File: src/rtl/mem_pkg.sv
// Shared load/store path definitions: access-size encodings, aligner FSM states
// and the byte-count helper.
package mem_pkg;

  localparam logic [1:0] SZ_B = 2'd0;
  localparam logic [1:0] SZ_H = 2'd1;
  localparam logic [1:0] SZ_W = 2'd2;
  localparam logic [1:0] SZ_D = 2'd3;

  typedef enum logic [1:0] {
    IDLE  = 2'd0,
    BEAT0 = 2'd1,
    BEAT1 = 2'd2,
    DONE  = 2'd3
  } state_t;

  function automatic logic [3:0] size_bytes(input logic [1:0] size);
    return 4'd1 << size;
  endfunction

endpackage

File: src/rtl/load_extend.sv
// Combinational byte extractor: picks 2^size bytes starting at byte off of a
// two-word window and sign/zero-extends them to XLEN.
module load_extend
  import mem_pkg::*;
#(
  parameter int  XLEN  = 32,
  localparam int OFF_W = $clog2(XLEN/8)
) (
  input  logic [2*XLEN-1:0] window,
  input  logic [OFF_W-1:0]  off,
  input  logic [1:0]        size,
  input  logic              sgn,
  output logic [XLEN-1:0]   result
);

  localparam int IDX_W = $clog2(XLEN);

  logic [XLEN-1:0]  sel;
  logic [IDX_W-1:0] msb_idx;
  logic             fill;
  int               nbits;

  always_comb begin
    sel   = XLEN'(window >> {off, 3'b000});
    nbits = 8 << size;
    // A full-width access has no bits above its MSB, so the fill never applies.
    if (nbits >= XLEN) msb_idx = IDX_W'(XLEN - 1);
    else               msb_idx = IDX_W'(nbits - 1);
    fill   = sgn & sel[msb_idx];
    result = '0;
    for (int i = 0; i < XLEN; i++) begin
      result[i] = (i < nbits) ? sel[i] : fill;
    end
  end

endmodule

File: src/rtl/load_align_unit.sv
// Sequential load-data aligner: takes one load request, consumes one or two
// memory beats and returns the extracted, extended result.
module load_align_unit
  import mem_pkg::*;
#(
  parameter int  XLEN           = 32,
  parameter bit  ALLOW_MISALIGN = 1'b1,
  localparam int OFF_W          = $clog2(XLEN/8)
) (
  input  logic             clk,
  input  logic             rst_n,
  input  logic             flush,
  input  logic             req_valid,
  output logic             req_ready,
  input  logic [OFF_W-1:0] req_off,
  input  logic [1:0]       req_size,
  input  logic             req_signed,
  input  logic             beat_valid,
  output logic             beat_ready,
  input  logic [XLEN-1:0]  beat_data,
  output logic             out_valid,
  input  logic             out_ready,
  output logic [XLEN-1:0]  out_data,
  output logic             out_err,
  output state_t           state
);

  localparam int NB = XLEN/8;

  // Handshakes: a transfer happens on a rising edge where valid and ready are
  // both high; ready never depends on valid, and flush forces every ready low.
  state_t              state_next;
  logic [OFF_W-1:0]    off_q;
  logic [1:0]          size_q;
  logic                sgn_q;
  logic [XLEN-1:0]     beat0_q;
  logic                req_bad;
  logic                span;
  logic                take_req;
  logic                take_beat;
  logic [2*XLEN-1:0]   window;
  logic [XLEN-1:0]     ext_data;

  assign req_bad = ((XLEN == 32) && (req_size == SZ_D)) ||
                   (!ALLOW_MISALIGN &&
                    ((req_off & OFF_W'(size_bytes(req_size) - 4'd1)) != '0));
  assign span      = (5'(off_q) + 5'(size_bytes(size_q))) > 5'(NB);
  assign take_req  = req_valid && req_ready;
  assign take_beat = beat_valid && beat_ready;

  always_ff @(posedge clk or negedge rst_n) begin
    if (!rst_n) state <= IDLE;
    else        state <= state_next;
  end

  always_comb begin
    state_next = state;
    if (flush) begin
      state_next = IDLE;
    end else begin
      case (state)
        IDLE:    if (req_valid)  state_next = req_bad ? DONE : BEAT0;
        BEAT0:   if (beat_valid) state_next = span ? BEAT1 : DONE;
        BEAT1:   if (beat_valid) state_next = DONE;
        DONE:    if (out_ready)  state_next = IDLE;
        default: state_next = IDLE;
      endcase
    end
  end

  always_comb begin
    req_ready  = (state == IDLE) && !flush;
    beat_ready = ((state == BEAT0) || (state == BEAT1)) && !flush;
    out_valid  = (state == DONE);
  end

  // In BEAT1 the stored first beat supplies the low bytes, the live beat the high ones.
  assign window = (state == BEAT1) ? {beat_data, beat0_q} : {{XLEN{1'b0}}, beat_data};

  load_extend #(.XLEN(XLEN)) u_extend (
    .window (window),
    .off    (off_q),
    .size   (size_q),
    .sgn    (sgn_q),
    .result (ext_data)
  );

  always_ff @(posedge clk or negedge rst_n) begin
    if (!rst_n) begin
      off_q    <= '0;
      size_q   <= SZ_B;
      sgn_q    <= 1'b0;
      beat0_q  <= '0;
      out_data <= '0;
      out_err  <= 1'b0;
    end else begin
      if (take_req) begin
        off_q  <= req_off;
        size_q <= req_size;
        sgn_q  <= req_signed;
        if (req_bad) begin
          out_data <= '0;
          out_err  <= 1'b1;
        end
      end
      if (take_beat && (state == BEAT0)) begin
        beat0_q <= beat_data;
        if (!span) begin
          out_data <= ext_data;
          out_err  <= 1'b0;
        end
      end
      if (take_beat && (state == BEAT1)) begin
        out_data <= ext_data;
        out_err  <= 1'b0;
      end
    end
  end

endmodule

File: config.mk
export PLATFORM = sky130hd
export DESIGN_NAME = load_align_unit
export DESIGN_NICKNAME = d
export VERILOG_FILES = /design/src/rtl/mem_pkg.sv /design/src/rtl/load_extend.sv /design/src/rtl/load_align_unit.sv
export SDC_FILE = /design/constraint.sdc
export NUM_CORES = 1
export LEC_CHECK = 0
export CAP_MARGIN = 40
export CORE_UTILIZATION = 35
export DETAILED_ROUTE_END_ITERATION = 16
export PLACE_DENSITY = 0.6
export SLEW_MARGIN = 20
export SYNTH_ARGS = -nofsm -noshare
export SYNTH_HDL_FRONTEND = slang
export SYNTH_SLANG_ARGS = --single-unit
File: constraint.sdc
create_clock -name clk -period 6.49 [get_ports clk]
set_input_delay 0.9735 -clock clk [delete_from_list [all_inputs] [get_ports clk]]
set_output_delay 0.9735 -clock clk [all_outputs]
set_load 0.01 [all_outputs]
==> reports/results.tsv <==
metric	value	unit
postCtsSetupRepairBufs	0	
clock-sinks	72	
min_period_over_period	54.86	%
htreeDepth	3	
fmax	0.2809	GHz
synthArstFlopShare	100.0	%
overflow	0	
postRouteAntennaNets	0	
critPathKind	flip-flop to flip-flop	
die_x	114.5	um
netlist_instances	406	
cp_num_buf_inv	1	
clk-insertion-delay-late	0.34	ns
setup_viol	0	
dr.pass1.iters	4	
finalPower	0.002590	W
io_pins	81	
cts_made_buffers	9	
path_cells	nor2_2, ha_1, ha_1, a211oi_1, o221a_2, o21ai_4, buf_4, nor2_1, o211a_4, a311o_1	
clockRootBuffer	clkbuf_16	
use_met2	28.85	%
ys_types	50	
syn_avg_cell_area	10.91	sq um
hold_viol	0	
start_util	36.43	%
core_area	12160	sq um
ys.flop_type	dfrtp_1	
slew_violations	0	
antenna_found_initial	0	
syn_to_final_growth	28.38	%
crit_family	compound AO/OA/AOI/OAI gates	
power_density	455.3	nW/um^2
nFillCells	1140	
cp_slowest_cell	nor2_2	
drt-total-wl	11280	um
fin_nets	525	
final_common_cell	clkdlybuf4s50_1	
grt.busiest_layer	met2	
grt_pass1_wl	18340	um
timing.final.crit_period	3.560	ns
worst_pin_slew	0.7132	ns
fp.dieArea	13110	sq um
final_cell_mix	clkdlybuf4s50_1, dfrtp_1, mux2i_1	
cp_data_required_time	6.71	ns
max-slew-margin-rel	51.22	%
cts_resized	0	
ys_ff_latch	72	
setup_tns	0	ns
grt_util_met3	3.070	%
end_kind	flip-flop	
diodes	0	
path_max_fanout	59	
skew	0.005279	ns
p_leak	2.427	nW
port_buffers	80	
viasPerCell	5.337	
synth_edf_count	0	
fp-row-count	40	
max_cap_violations	0	
num_vias	3453	
use_met1	25.41	%
syn_nets	457	
grt_start_max_net_pins	60	
clock_path_buffers	2	
vdd.ir_drop.worst	0.0001569	V
ctsHoldBuffers	0	
routedWlPerCell	17.43	um
rsz0062_at_grt	no	
cp_slowest_stage_delay	0.57	ns
drive_gt1_share	19.21	%
holdCritPathClass	flip-flop to flip-flop	
grt_pass1_vias	3447	
dpl.hpwl	8259	um
seqCellArea	1803	sq um
tritoncts	done	
start_kind	flip-flop	
grtUsageTotal	18.17	%
drtIter0Drc	184	
seq_area_frac_synth	40.67	%
clk_pin_slew_worst_paths	0.06	ns
cp_common_cell	ha_1	
arrival	3.78	ns
gp_congestion	0.7944	
remaining_drc_errors	0	
multiInputGateArea	2446	sq um
mappedNetlistArea	4430	sq um
outcome	finished clean	
synth_warnings	0	
die_y	114.5	um
metal layers:
metal,wire (um),share of wire (%)
met5,0,0
met4,102,0.90
met3,404,3.6
met2,5385,48
met1,5387,48
cells by family (layout without fill, tap and decap cells):
| family | Yosys count | after routing | share of synthesized area [%] |
|---|---|---|---|
| flip-flops | 72 | 72 | 40.67 |
| AND/OR/NAND/NOR | 87 | 87 | 9.066 |
| AO/OA/AOI/OAI | 81 | 81 | 13.61 |
| XOR/XNOR | 1 | 1 | 0.1977 |
| buffers and inverters | 43 | 116 | 4.434 |
| multiplexers | 114 | 114 | 29.77 |
| adder cells (fa/ha/maj) | 8 | 8 | 2.259 |
Yosys cell counts (2+ instances only):
cell | number | area (sq um)
a2111oi_1 | 2 | 20.02
a211oi_1 | 3 | 22.52
a21oi_1 | 11 | 55.05
a22o_1 | 7 | 61.31
a311o_1 | 7 | 70.07
a31oi_1 | 9 | 56.30
and3_1 | 2 | 12.51
buf_1 | 5 | 18.77
buf_2 | 16 | 80.08
buf_6 | 2 | 22.52
clkbuf_1 | 8 | 30.03
dfrtp_1 | 72 | 1802
ha_1 | 8 | 100.1
inv_1 | 11 | 41.29
mux2_2 | 44 | 495.5
mux2_4 | 2 | 30.03
mux2i_1 | 59 | 590.6
mux4_2 | 9 | 202.7
nand2_1 | 29 | 108.9
nand3_1 | 17 | 85.08
nor2_1 | 13 | 48.80
nor2b_1 | 3 | 18.77
nor3_1 | 15 | 75.07
nor3b_1 | 2 | 15.01
o211ai_1 | 8 | 60.06
o21ai_0 | 17 | 85.08
o221a_2 | 2 | 22.52
per-stage QoR:
stage,worst slack [ns],std cells,utilization (%),cell area (sq um),hold slack (ns)
after floorplan,3.488,406,-,4431,0.4786
after global placement,3.100,629,43.95,5345,0.4886
after detailed placement,2.944,631,44.24,5380,0.4938
after CTS,2.907,647,46.77,5688,0.5065
after global routing,2.664,647,46.77,5688,0.5262
final,2.930,647,46.77,5688,0.5043
registers in the layout, indices dropped and copies added (netlist names):
register	cells
size_q	2
off_q	2
beat0_q	32
out_data	32
sgn_q	1
out_err	1
state	2
worst min-delay path, stage by stage (launching register included):
cell and delay [ns]:
dfrtp_1 0.34, nand3_1 0.06, o21ai_0 0.06
cell type report:
class / instances / area share, %
Multi-Input combinational cell: 291 / 43.00
Tap cell: 168 / 3.696
Inverter: 12 / 0.7919
Timing Repair Buffer: 88 / 15.40
Sequential cell: 72 / 31.70
Clock inverter: 6 / 1.210
Clock buffer: 10 / 4.201
worst paths after layout:
check | from | end | slack [ns] | cells past startpoint
min in group asynchronous | rst_n | beat0_q[29]$_DFFE_PN0P_ | 0.62 | 2
min reg2reg | out_data[7]$_DFF_PN0_ | out_data[7]$_DFF_PN0_ | 0.50 | 2
max reg2reg | size_q[1]$_DFFE_PN0P_ | out_data[21]$_DFF_PN0_ | 2.93 | 10
min | out_data[7]$_DFF_PN0_ | out_data[7]$_DFF_PN0_ | 0.50 | 2
max | size_q[1]$_DFFE_PN0P_ | out_data[21]$_DFF_PN0_ | 2.93 | 10
max in group asynchronous | rst_n | sgn_q$_DFFE_PN0P_ | 5.32 | 3
report_power, final:
part	leakage, nW	total [W]	switching, W	internal, W
sequential	0.931	0.000763	0.000140	0.000623
clock	0.137	0.000515	0.000206	0.000309
combinational	1.36	0.00131	0.000665	0.000647
total	2.43	0.00259	0.00101	0.00158
(Power assumes the default switching activity.)
